File: src/rtl/id_exe_stage_reg_if.sv
// Decode-to-execute bundle: decoded word and pipeline controls in,
// registered word and valid flag out.
interface id_exe_stage_reg_if #(
    parameter int DATA_W = 32,
    parameter int REG_W  = 4
);
    logic              freeze;
    logic              flush;
    logic              bubble;

    logic [3:0]        exe_cmd_in;
    logic              mem_r_en_in;
    logic              mem_w_en_in;
    logic              wb_en_in;
    logic              b_in;
    logic              s_in;
    logic              imm_in;
    logic [DATA_W-1:0] pc_in;
    logic [DATA_W-1:0] val_rn_in;
    logic [DATA_W-1:0] val_rm_in;
    logic [11:0]       shift_op_in;
    logic [23:0]       simm24_in;
    logic [REG_W-1:0]  dest_in;
    logic [REG_W-1:0]  src1_in;
    logic [REG_W-1:0]  src2_in;
    logic              carry_in;

    logic [3:0]        exe_cmd_out;
    logic              mem_r_en_out;
    logic              mem_w_en_out;
    logic              wb_en_out;
    logic              b_out;
    logic              s_out;
    logic              imm_out;
    logic [DATA_W-1:0] pc_out;
    logic [DATA_W-1:0] val_rn_out;
    logic [DATA_W-1:0] val_rm_out;
    logic [11:0]       shift_op_out;
    logic [23:0]       simm24_out;
    logic [REG_W-1:0]  dest_out;
    logic [REG_W-1:0]  src1_out;
    logic [REG_W-1:0]  src2_out;
    logic              carry_out;
    logic              valid_out;

    modport master (
        output freeze, flush, bubble,
        output exe_cmd_in, mem_r_en_in, mem_w_en_in, wb_en_in,
        output b_in, s_in, imm_in, pc_in, val_rn_in, val_rm_in,
        output shift_op_in, simm24_in, dest_in, src1_in, src2_in,
        output carry_in,
        input  exe_cmd_out, mem_r_en_out, mem_w_en_out, wb_en_out,
        input  b_out, s_out, imm_out, pc_out, val_rn_out, val_rm_out,
        input  shift_op_out, simm24_out, dest_out, src1_out, src2_out,
        input  carry_out, valid_out
    );

    modport slave (
        input  freeze, flush, bubble,
        input  exe_cmd_in, mem_r_en_in, mem_w_en_in, wb_en_in,
        input  b_in, s_in, imm_in, pc_in, val_rn_in, val_rm_in,
        input  shift_op_in, simm24_in, dest_in, src1_in, src2_in,
        input  carry_in,
        output exe_cmd_out, mem_r_en_out, mem_w_en_out, wb_en_out,
        output b_out, s_out, imm_out, pc_out, val_rn_out, val_rm_out,
        output shift_op_out, simm24_out, dest_out, src1_out, src2_out,
        output carry_out, valid_out
    );
endinterface

File: src/rtl/id_exe_stage_reg.sv
// ID/EXE pipeline register with freeze, flush and bubble insertion.
// Priority per edge: rst > freeze > flush > bubble > load.
module id_exe_stage_reg (
    input logic         clk,
    input logic         rst,
    id_exe_stage_reg_if.slave bus
);

    logic upd;
    logic cap;

    // Reset always updates; otherwise freeze holds everything.
    // A non-captured update writes an all-zero NOP with valid cleared.
    assign upd = rst || !bus.freeze;
    assign cap = !rst && !bus.flush && !bus.bubble;

    always_ff @(posedge clk) begin
        if (upd) begin
            bus.exe_cmd_out  <= cap ? bus.exe_cmd_in  : '0;
            bus.mem_r_en_out <= cap ? bus.mem_r_en_in : 1'b0;
            bus.mem_w_en_out <= cap ? bus.mem_w_en_in : 1'b0;
            bus.wb_en_out    <= cap ? bus.wb_en_in    : 1'b0;
            bus.b_out        <= cap ? bus.b_in        : 1'b0;
            bus.s_out        <= cap ? bus.s_in        : 1'b0;
            bus.imm_out      <= cap ? bus.imm_in      : 1'b0;
            bus.pc_out       <= cap ? bus.pc_in       : '0;
            bus.val_rn_out   <= cap ? bus.val_rn_in   : '0;
            bus.val_rm_out   <= cap ? bus.val_rm_in   : '0;
            bus.shift_op_out <= cap ? bus.shift_op_in : '0;
            bus.simm24_out   <= cap ? bus.simm24_in   : '0;
            bus.dest_out     <= cap ? bus.dest_in     : '0;
            bus.src1_out     <= cap ? bus.src1_in     : '0;
            bus.src2_out     <= cap ? bus.src2_in     : '0;
            bus.carry_out    <= cap ? bus.carry_in    : 1'b0;
            bus.valid_out    <= cap;
        end
    end

endmodule
File: src/flat_wrapper.sv
// flat-port wrapper written by rule: the top's interface ports become plain ports
module id_exe_stage_reg_flat 
  (clk, rst, bus_freeze, bus_flush, bus_bubble, bus_exe_cmd_in, bus_mem_r_en_in, bus_mem_w_en_in, bus_wb_en_in, bus_b_in, bus_s_in, bus_imm_in, bus_pc_in, bus_val_rn_in, bus_val_rm_in, bus_shift_op_in, bus_simm24_in, bus_dest_in, bus_src1_in, bus_src2_in, bus_carry_in, bus_exe_cmd_out, bus_mem_r_en_out, bus_mem_w_en_out, bus_wb_en_out, bus_b_out, bus_s_out, bus_imm_out, bus_pc_out, bus_val_rn_out, bus_val_rm_out, bus_shift_op_out, bus_simm24_out, bus_dest_out, bus_src1_out, bus_src2_out, bus_carry_out, bus_valid_out);
  id_exe_stage_reg_if bus_i ();
  input logic clk;
  input logic rst;
  input wire logic [$bits(bus_i.freeze)-1:0] bus_freeze;
  input wire logic [$bits(bus_i.flush)-1:0] bus_flush;
  input wire logic [$bits(bus_i.bubble)-1:0] bus_bubble;
  input wire logic [$bits(bus_i.exe_cmd_in)-1:0] bus_exe_cmd_in;
  input wire logic [$bits(bus_i.mem_r_en_in)-1:0] bus_mem_r_en_in;
  input wire logic [$bits(bus_i.mem_w_en_in)-1:0] bus_mem_w_en_in;
  input wire logic [$bits(bus_i.wb_en_in)-1:0] bus_wb_en_in;
  input wire logic [$bits(bus_i.b_in)-1:0] bus_b_in;
  input wire logic [$bits(bus_i.s_in)-1:0] bus_s_in;
  input wire logic [$bits(bus_i.imm_in)-1:0] bus_imm_in;
  input wire logic [$bits(bus_i.pc_in)-1:0] bus_pc_in;
  input wire logic [$bits(bus_i.val_rn_in)-1:0] bus_val_rn_in;
  input wire logic [$bits(bus_i.val_rm_in)-1:0] bus_val_rm_in;
  input wire logic [$bits(bus_i.shift_op_in)-1:0] bus_shift_op_in;
  input wire logic [$bits(bus_i.simm24_in)-1:0] bus_simm24_in;
  input wire logic [$bits(bus_i.dest_in)-1:0] bus_dest_in;
  input wire logic [$bits(bus_i.src1_in)-1:0] bus_src1_in;
  input wire logic [$bits(bus_i.src2_in)-1:0] bus_src2_in;
  input wire logic [$bits(bus_i.carry_in)-1:0] bus_carry_in;
  output wire logic [$bits(bus_i.exe_cmd_out)-1:0] bus_exe_cmd_out;
  output wire logic [$bits(bus_i.mem_r_en_out)-1:0] bus_mem_r_en_out;
  output wire logic [$bits(bus_i.mem_w_en_out)-1:0] bus_mem_w_en_out;
  output wire logic [$bits(bus_i.wb_en_out)-1:0] bus_wb_en_out;
  output wire logic [$bits(bus_i.b_out)-1:0] bus_b_out;
  output wire logic [$bits(bus_i.s_out)-1:0] bus_s_out;
  output wire logic [$bits(bus_i.imm_out)-1:0] bus_imm_out;
  output wire logic [$bits(bus_i.pc_out)-1:0] bus_pc_out;
  output wire logic [$bits(bus_i.val_rn_out)-1:0] bus_val_rn_out;
  output wire logic [$bits(bus_i.val_rm_out)-1:0] bus_val_rm_out;
  output wire logic [$bits(bus_i.shift_op_out)-1:0] bus_shift_op_out;
  output wire logic [$bits(bus_i.simm24_out)-1:0] bus_simm24_out;
  output wire logic [$bits(bus_i.dest_out)-1:0] bus_dest_out;
  output wire logic [$bits(bus_i.src1_out)-1:0] bus_src1_out;
  output wire logic [$bits(bus_i.src2_out)-1:0] bus_src2_out;
  output wire logic [$bits(bus_i.carry_out)-1:0] bus_carry_out;
  output wire logic [$bits(bus_i.valid_out)-1:0] bus_valid_out;
  assign bus_i.freeze = bus_freeze;
  assign bus_i.flush = bus_flush;
  assign bus_i.bubble = bus_bubble;
  assign bus_i.exe_cmd_in = bus_exe_cmd_in;
  assign bus_i.mem_r_en_in = bus_mem_r_en_in;
  assign bus_i.mem_w_en_in = bus_mem_w_en_in;
  assign bus_i.wb_en_in = bus_wb_en_in;
  assign bus_i.b_in = bus_b_in;
  assign bus_i.s_in = bus_s_in;
  assign bus_i.imm_in = bus_imm_in;
  assign bus_i.pc_in = bus_pc_in;
  assign bus_i.val_rn_in = bus_val_rn_in;
  assign bus_i.val_rm_in = bus_val_rm_in;
  assign bus_i.shift_op_in = bus_shift_op_in;
  assign bus_i.simm24_in = bus_simm24_in;
  assign bus_i.dest_in = bus_dest_in;
  assign bus_i.src1_in = bus_src1_in;
  assign bus_i.src2_in = bus_src2_in;
  assign bus_i.carry_in = bus_carry_in;
  assign bus_exe_cmd_out = bus_i.exe_cmd_out;
  assign bus_mem_r_en_out = bus_i.mem_r_en_out;
  assign bus_mem_w_en_out = bus_i.mem_w_en_out;
  assign bus_wb_en_out = bus_i.wb_en_out;
  assign bus_b_out = bus_i.b_out;
  assign bus_s_out = bus_i.s_out;
  assign bus_imm_out = bus_i.imm_out;
  assign bus_pc_out = bus_i.pc_out;
  assign bus_val_rn_out = bus_i.val_rn_out;
  assign bus_val_rm_out = bus_i.val_rm_out;
  assign bus_shift_op_out = bus_i.shift_op_out;
  assign bus_simm24_out = bus_i.simm24_out;
  assign bus_dest_out = bus_i.dest_out;
  assign bus_src1_out = bus_i.src1_out;
  assign bus_src2_out = bus_i.src2_out;
  assign bus_carry_out = bus_i.carry_out;
  assign bus_valid_out = bus_i.valid_out;
  id_exe_stage_reg u_core (.clk(clk), .rst(rst), .bus(bus_i));
endmodule
File: config.mk
export PLATFORM = sky130hd
export DESIGN_NAME = id_exe_stage_reg_flat
export DESIGN_NICKNAME = d
export VERILOG_FILES = /design/src/rtl/id_exe_stage_reg_if.sv /design/src/rtl/id_exe_stage_reg.sv /design/src/flat_wrapper.sv
export SDC_FILE = /design/constraint.sdc
export NUM_CORES = 1
export LEC_CHECK = 0
export ABC_CLOCK_PERIOD_IN_PS = 18000
export CAP_MARGIN = 20
export CORE_MARGIN = 4
export CORE_UTILIZATION = 48
export CTS_BUF_LIST = sky130_fd_sc_hd__clkbuf_8
export CTS_CLUSTER_DIAMETER = 40
export DETAILED_ROUTE_END_ITERATION = 10
export PLACE_DENSITY = 0.89
export SLEW_MARGIN = 20
export SYNTH_ARGS = -nofsm -noshare
export SYNTH_HDL_FRONTEND = slang
export SYNTH_SLANG_ARGS = --single-unit
File: constraint.sdc
create_clock -name clk -period 18 [get_ports clk]
set_clock_uncertainty 0.1 [all_clocks]
set_input_delay 3.6 -clock clk [delete_from_list [all_inputs] [get_ports clk]]
set_output_delay 3.6 -clock clk [all_outputs]
set_load 0.005 [all_outputs]
# Word level (Yosys, flattened, before mapping)

Cells that the tools add are included.
W data, S select, Z words.

Reduce and logical (&&, ||, !) cells: 7

Operators with widths:

| cell                | count |
|---|---|
| $logic_not A1 Y1    | 4 |
| $logic_and A1 B1 Y1 | 2 |
| $logic_or A1 B1 Y1  | 1 |

Bits of input ports: 160
Output and inout bits: 156
Register bits after elaboration: 156
Logic and storage cells: 24

# Depth between registers and ports, before layout

Gate-level depths: netlist of run 1.

Word-level depth: 3
Mapped depth: 3
Gate-level depth less buffers: 1

# Least setup slack after synthesis of run 1

Ideal clock, no wire load.

Path kind: input -> register
Start: input rst
End: register u_core.bus.b_out (enable)
Slack: 9.753 ns
Path buffers: 1
Stages: 2
Arrival time: 7.604 ns
Required time: 17.356 ns
Library setup time: 0.544 ns
Cell sequence: buf_2 > nand2b_1

Cells in the longest elaborated chain, start to end: 1

RTL lines:

| what                 | line                      | RTL |
|---|---|---|
| from (decl)          | flat_wrapper.sv:6         | `input logic rst;` |
| $logic_or A1 B1 Y1   | id_exe_stage_reg.sv:14    | `assign upd = rst \|\| !bus.freeze;` |
| named net u_core.upd | id_exe_stage_reg.sv:9     | `logic upd;` |
| to (signal assigned) | id_exe_stage_reg.sv:23    | `bus.b_out <= cap ? bus.b_in : 1'b0;` |
| to (decl)            | id_exe_stage_reg_if.sv:65 | `output b_out, s_out, imm_out, pc_out, val_rn_out, val_rm_out,` |

The timed path passes the listed nets, and every way through them passes these cells.
A chain may end at the register's enable or synchronous reset.

# Worst setup path in the final report of run 1

Start: input rst
End: register u_core.bus.val_rn_out[13] (enable)

Cells in the longest elaborated chain, start to end: 1

RTL lines:

| what                 | line                      | RTL |
|---|---|---|
| $logic_or A1 B1 Y1   | id_exe_stage_reg.sv:14    |  |
| named net u_core.upd | id_exe_stage_reg.sv:9     |  |
| to (signal assigned) | id_exe_stage_reg.sv:27    | `bus.val_rn_out <= cap ? bus.val_rn_in : '0;` |
| to (decl)            | id_exe_stage_reg_if.sv:65 |  |

The timed path passes the listed nets, and every way through them passes these cells.

==> flow_summary.toml, run 1 <==
[yosys]
synth_xor_area_share_pct = 0
yosys.area_share.adder_pct = 0
synth_top_family_by_area = "simple AND/OR/NAND/NOR gates"
ys.warnings.count = 0
synth-compound-area-share_pct = 0
seq_area_frac_synth_pct = 62.9
synthCells = 364
yosysTopAreaCell = "edfxtp_1"
synthTopCellsByArea = "edfxtp_1 63%, nor4b_2 30%, buf_6 3.8%"
synth.most_common_cell = "edfxtp_1"
synth-simple-area-share_pct = 30.9
syn-num-nets = 524
synth_edf_count = 156
synthTopCellsByCount = "156 x edfxtp_1, 149 x nor4b_2, 25 x buf_6, 19 x buf_4, 7 x buf_2"
synthArstFlopShare_pct = 0
ys_seq_elements = 156
synth_top_area_share_pct = 62.9
syn_area_sq_um = 7440
synthFlopType = "edfxtp_1"
syn_avg_cell_area_sq_um = 20.5
synth.area.mux_share_pct = 0
synth.distinct_cells = 8

[power]
ir_drop_mv = 0.0495
power_density_nw_per_um2 = 76.4
p_leak_nw = 3.46

[floorplan]
start_util_pct = 49.0
die_x_microns = 133
die_area_sq_um = 17600
core_sq_um = 15200
num_rows = 45
die_h_microns = 133
io_pins = 316

[place]
hpwl_mm = 12.9
portBuffers = 315
placed_cell_area_sq_um = 10400
place.gp.congestion = 0.773
dp_cells = 821

[grt]
grt_max_degree = 101
antenna_found_initial = 0
first_global_vias = 4930
grt_overflow = 0
grt_pass1_wl_mm = 28.7
grtUsageTotal_pct = 21.2

[cts]
clk_pin_slew_ns = 0.09
cts.path.max_buffers = 2
ctsHtreeMaxLevel = 4
tritoncts = "done"
post_cts_buffers = 0
cts_resized = 0
cts_root_buffer = "clkbuf_8"
cts_buffers = 17
cts_sinks = 156
holdBufCountCts = 0

[drt]
routed_wl_mm = 19.0
wl_per_cell_microns = 22.3
drc_errors = 0
drt_pass1_iterations = 4
viasPerCell = 5.40
drtAntennaViolNets = 0
drtIter0Drc = 315
vias = 4598

[sta]
setup_tns_ns = 0
holdWs_ns = 3.74
hold_viol = 0
worstMarginPinSlew_ns = 1.01
fmax_ghz = 0.162
period_needed_ns = 6.17
drv_slew = 0
rsz0062_at_grt = "no"
post-route-period-util_pct = 34.3
relSlewSlack_pct = 32.9
setup-violations-final = 0

[min_path]
hp-start = "bus_src2_in[0]"
hold_path.class = "in2reg"

[layout]
drive_above_1_share_pct = 28.0
final-seq-area_sq_um = 4680
multi_input_area_sq_um = 2310
fillers = 974
syn_to_final_growth_pct = 45.1
fin_nets = 812
fin_cells = 852
postLayoutCellArea_sq_um = 10800
antennaDiodeCount = 0

[run]
maxCapViolCount = 0

[worst_setup_path]
crit_fanout = 98
worstPathRequired_ns = 17.97
crit_arrival_ns = 6.14
crit_type = "in2reg"
start_kind = "input pin"
crit_start = "rst"
cp-end-kind = "flip-flop"

[outcome]
status = "completed"
==> per-stage QoR <==
stage | power (mW) | utilization [%] | setup WS (ns)
5_1_grt | 0.856 | 71.0 | 11.69
2_1_floorplan | 0.497 | - | 9.75
3_3_place_gp | 0.580 | 68.6 | 11.22
6_report | 0.825 | 71.0 | 11.83
3_5_place_dp | 0.584 | 68.6 | 11.10
4_1_cts | 0.832 | 71.0 | 11.60
==> worst max-delay path, cell delays in order <==
cell	delay, ns
clkbuf_8	0.72
nand2b_4	0.28
buf_6	0.68
buf_4	0.75
==> cells by family after synthesis <==
kind of cell / count (synthesis)
flops: 156
simple gates: 157
buf+inv: 51
==> metal layers <==
layer  vias up  GRT usage [%]  wire length (microns)
met2       223           36.5                   9950
met5         -              0                      0
met3        28           8.14                   1630
met4         0           8.78                    503
li1       2100              -                      -
met1      2247           23.7                   6920
==> final cells by class <==
cell class	instances	share of cell area [%]
Multi-Input combinational cell	157	21.4
Clock buffer	17	2.17
Sequential cell	156	43.4
Tap cell	188	2.18
Clock inverter	14	1.22
Timing Repair Buffer	320	29.7
==> placed cells by master (no fill, tap or decap) <==
master	n
clkdlybuf4s50_1	312
bufinv_16	2
buf_4	4
edfxtp_1	156
nand2b_4	1
nor4b_1	6
clkinvlp_4	3
nor3_1	1
nor4b_2	149
buf_6	1
clkinv_2	4
clkbuf_8	20
clkinv_4	2
clkinv_1	2
inv_1	1
==> power breakdown <==
group	total (mW)	switching, mW	internal [mW]
sequential	0.434	0.00767	0.426
clock	0.250	0.130	0.120
combinational	0.140	0.0553	0.0851
total	0.825	0.193	0.631
==> final timing paths <==
| check | end | slack [ns] | depth (start not counted) |
|---|---|---|---|
| min | u_core.bus.src2_out[0]$_SDFFCE_PN0P_ | 3.74 | 2 |
| max | u_core.bus.val_rn_out[13]$_SDFFCE_PN0P_ | 11.83 | 4 |
==> registers in the layout, summed over array words and instances, names as in the netlist, 4 cells and up <==
signal                   flops
u_core.bus.exe_cmd_out       4
u_core.bus.src2_out          4
u_core.bus.pc_out           32
u_core.bus.val_rm_out       32
u_core.bus.dest_out          4
u_core.bus.simm24_out       24
u_core.bus.val_rn_out       32
u_core.bus.src1_out          4
u_core.bus.shift_op_out     12
No activity file was read; power rests on OpenSTA's default activity.
==> run 2: changes to the inputs <==
- ABC_CLOCK_PERIOD_IN_PS: 18000 -> 5700
- CORE_UTILIZATION: 48 -> 44
- PLACE_DENSITY: 0.89 -> 0.83
- clock period: 18 -> 5.7 ns (I/O delays scaled with it)
==> flow_summary.toml, run 2 (same netlist as run 1, synthesis figures left out) <==
[sta]
hold_viol = 0
drv_slew = 0
setup-violations-final = 0
holdWs_ns = 1.17
setup_tns_ns = 0
period_needed_ns = 2.88
rsz0062_at_grt = "no"
fmax_ghz = 0.348
post-route-period-util_pct = 50.5
worstMarginPinSlew_ns = 1.03
relSlewSlack_pct = 31.1

[drt]
drt_pass1_iterations = 4
drtIter0Drc = 300
routed_wl_mm = 18.3
wl_per_cell_microns = 20.6
viasPerCell = 5.16
drtAntennaViolNets = 0
vias = 4574
drc_errors = 0

[layout]
fin_util_pct = 65.4
postLayoutCellArea_sq_um = 10900
final_cell_mix = "312 x clkdlybuf4s50_1, 156 x edfxtp_1, 149 x nor4b_2, 20 x clkbuf_8, 6 x nor4b_1"
top_regs = "u_core.bus.pc_out (32), u_core.bus.val_rm_out (32), u_core.bus.val_rn_out (32)"
drive_above_1_share_pct = 27.9
syn_to_final_growth_pct = 45.8
fin_nets = 814
mostFrequentLayoutCell = "clkdlybuf4s50_1"

[cts]
cts_sinks = 156
cts_resized = 0
cts_buffers = 17
cts_root_buffer = "clkbuf_8"
cts.path.max_buffers = 2
ctsHtreeMaxLevel = 4
holdBufCountCts = 0
tritoncts = "done"
clk_pin_slew_ns = 0.09
post_cts_buffers = 0

[power]
p_comb_share_pct = 17.4
p_leak_nw = 3.46
p_sw_share_pct = 23.6
sequentialPowerShare_pct = 53.5
power.net_switching_mw = 0.603
power_mw = 2.56
power_density_nw_per_um2 = 235
p_int_mw = 1.95
clkPwrFrac_pct = 29.1
ir_drop_mv = 0.160

[place]
placed_cell_area_sq_um = 10500
portBuffers = 315
place.gp.congestion = 0.783
hpwl_mm = 12.4

[grt]
grtUsageTotal_pct = 18.5
first_global_vias = 4730
grt_max_degree = 91
grt_pass1_wl_mm = 27.6
grt_overflow = 0
antenna_found_initial = 2

[outcome]
status = "completed"

[floorplan]
die_area_sq_um = 19100
die_x_microns = 138
io_pins = 316
core_sq_um = 16600
die_h_microns = 138
num_rows = 47
start_util_pct = 44.9

[worst_setup_path]
worstPathRequired_ns = 5.70
crit_arrival_ns = 2.88
crit_type = "in2reg"
crit_start = "rst"
start_kind = "input pin"
cp-endpoint = "u_core.bus.val_rm_out[4]$_SDFFCE_PN0P_"
cp-end-kind = "flip-flop"
crit_fanout = 70

[run]
maxCapViolCount = 0

[min_path]
hold_path.class = "in2reg"
## run 2: how the worst min path moves through the flow
stage	startpoint	end	cells past startpoint
after floorplan	bus_b_in	u_core.bus.b_out$_SDFFCE_PN0P_	1
after global placement	rst	u_core.bus.valid_out$_DFFE_PP_	2
after detailed placement	rst	u_core.bus.valid_out$_DFFE_PP_	2
after CTS	rst	u_core.bus.valid_out$_DFFE_PP_	2
after global routing	rst	u_core.bus.valid_out$_DFFE_PP_	2
final	rst	u_core.bus.valid_out$_DFFE_PP_	2
## run 2: through the flow
stage | instances | setup slack (ns)
after detailed placement | 855 | 2.37
after CTS | 886 | 2.86
final | 887 | 2.82
after global routing | 887 | 2.74
after floorplan | 364 | 1.81
after global placement | 855 | 2.45
## run 2: cell type report
type | count | area (sq um)
diodes | 1 | 2.50
clock buffers | 17 | 234
clock inverters | 14 | 106
fillers | 1155 | 5730
multi-input cells | 157 | 2310
flip-flops and latches | 156 | 4680
well taps | 220 | 275
repair buffers | 322 | 3240
## run 2: layer usage
| metal | global-route usage, % | vias to the layer above | wire, microns |
|---|---|---|---|
| met5 | 0 | - | 7 |
| met4 | 8.27 | 2 | 530 |
| met3 | 6.98 | 32 | 1470 |
| met2 | 31.7 | 214 | 9470 |
| met1 | 20.6 | 2225 | 6810 |
| li1 | - | 2101 | - |
## run 2: worst max-delay path, stage by stage
cell,delay [ns]
clkbuf_8,0.33
nand2b_4,0.84
buf_4,0.48
## run 2: power by group through the flow
stage	Sequential [mW]	Clock [mW]	Combinational [mW]
final	1.37	0.742	0.445
after global routing	1.38	0.810	0.468
after CTS	1.37	0.761	0.450
after detailed placement	1.40	0	0.448
after global placement	1.39	0	0.441
after floorplan	1.41	0	0.158
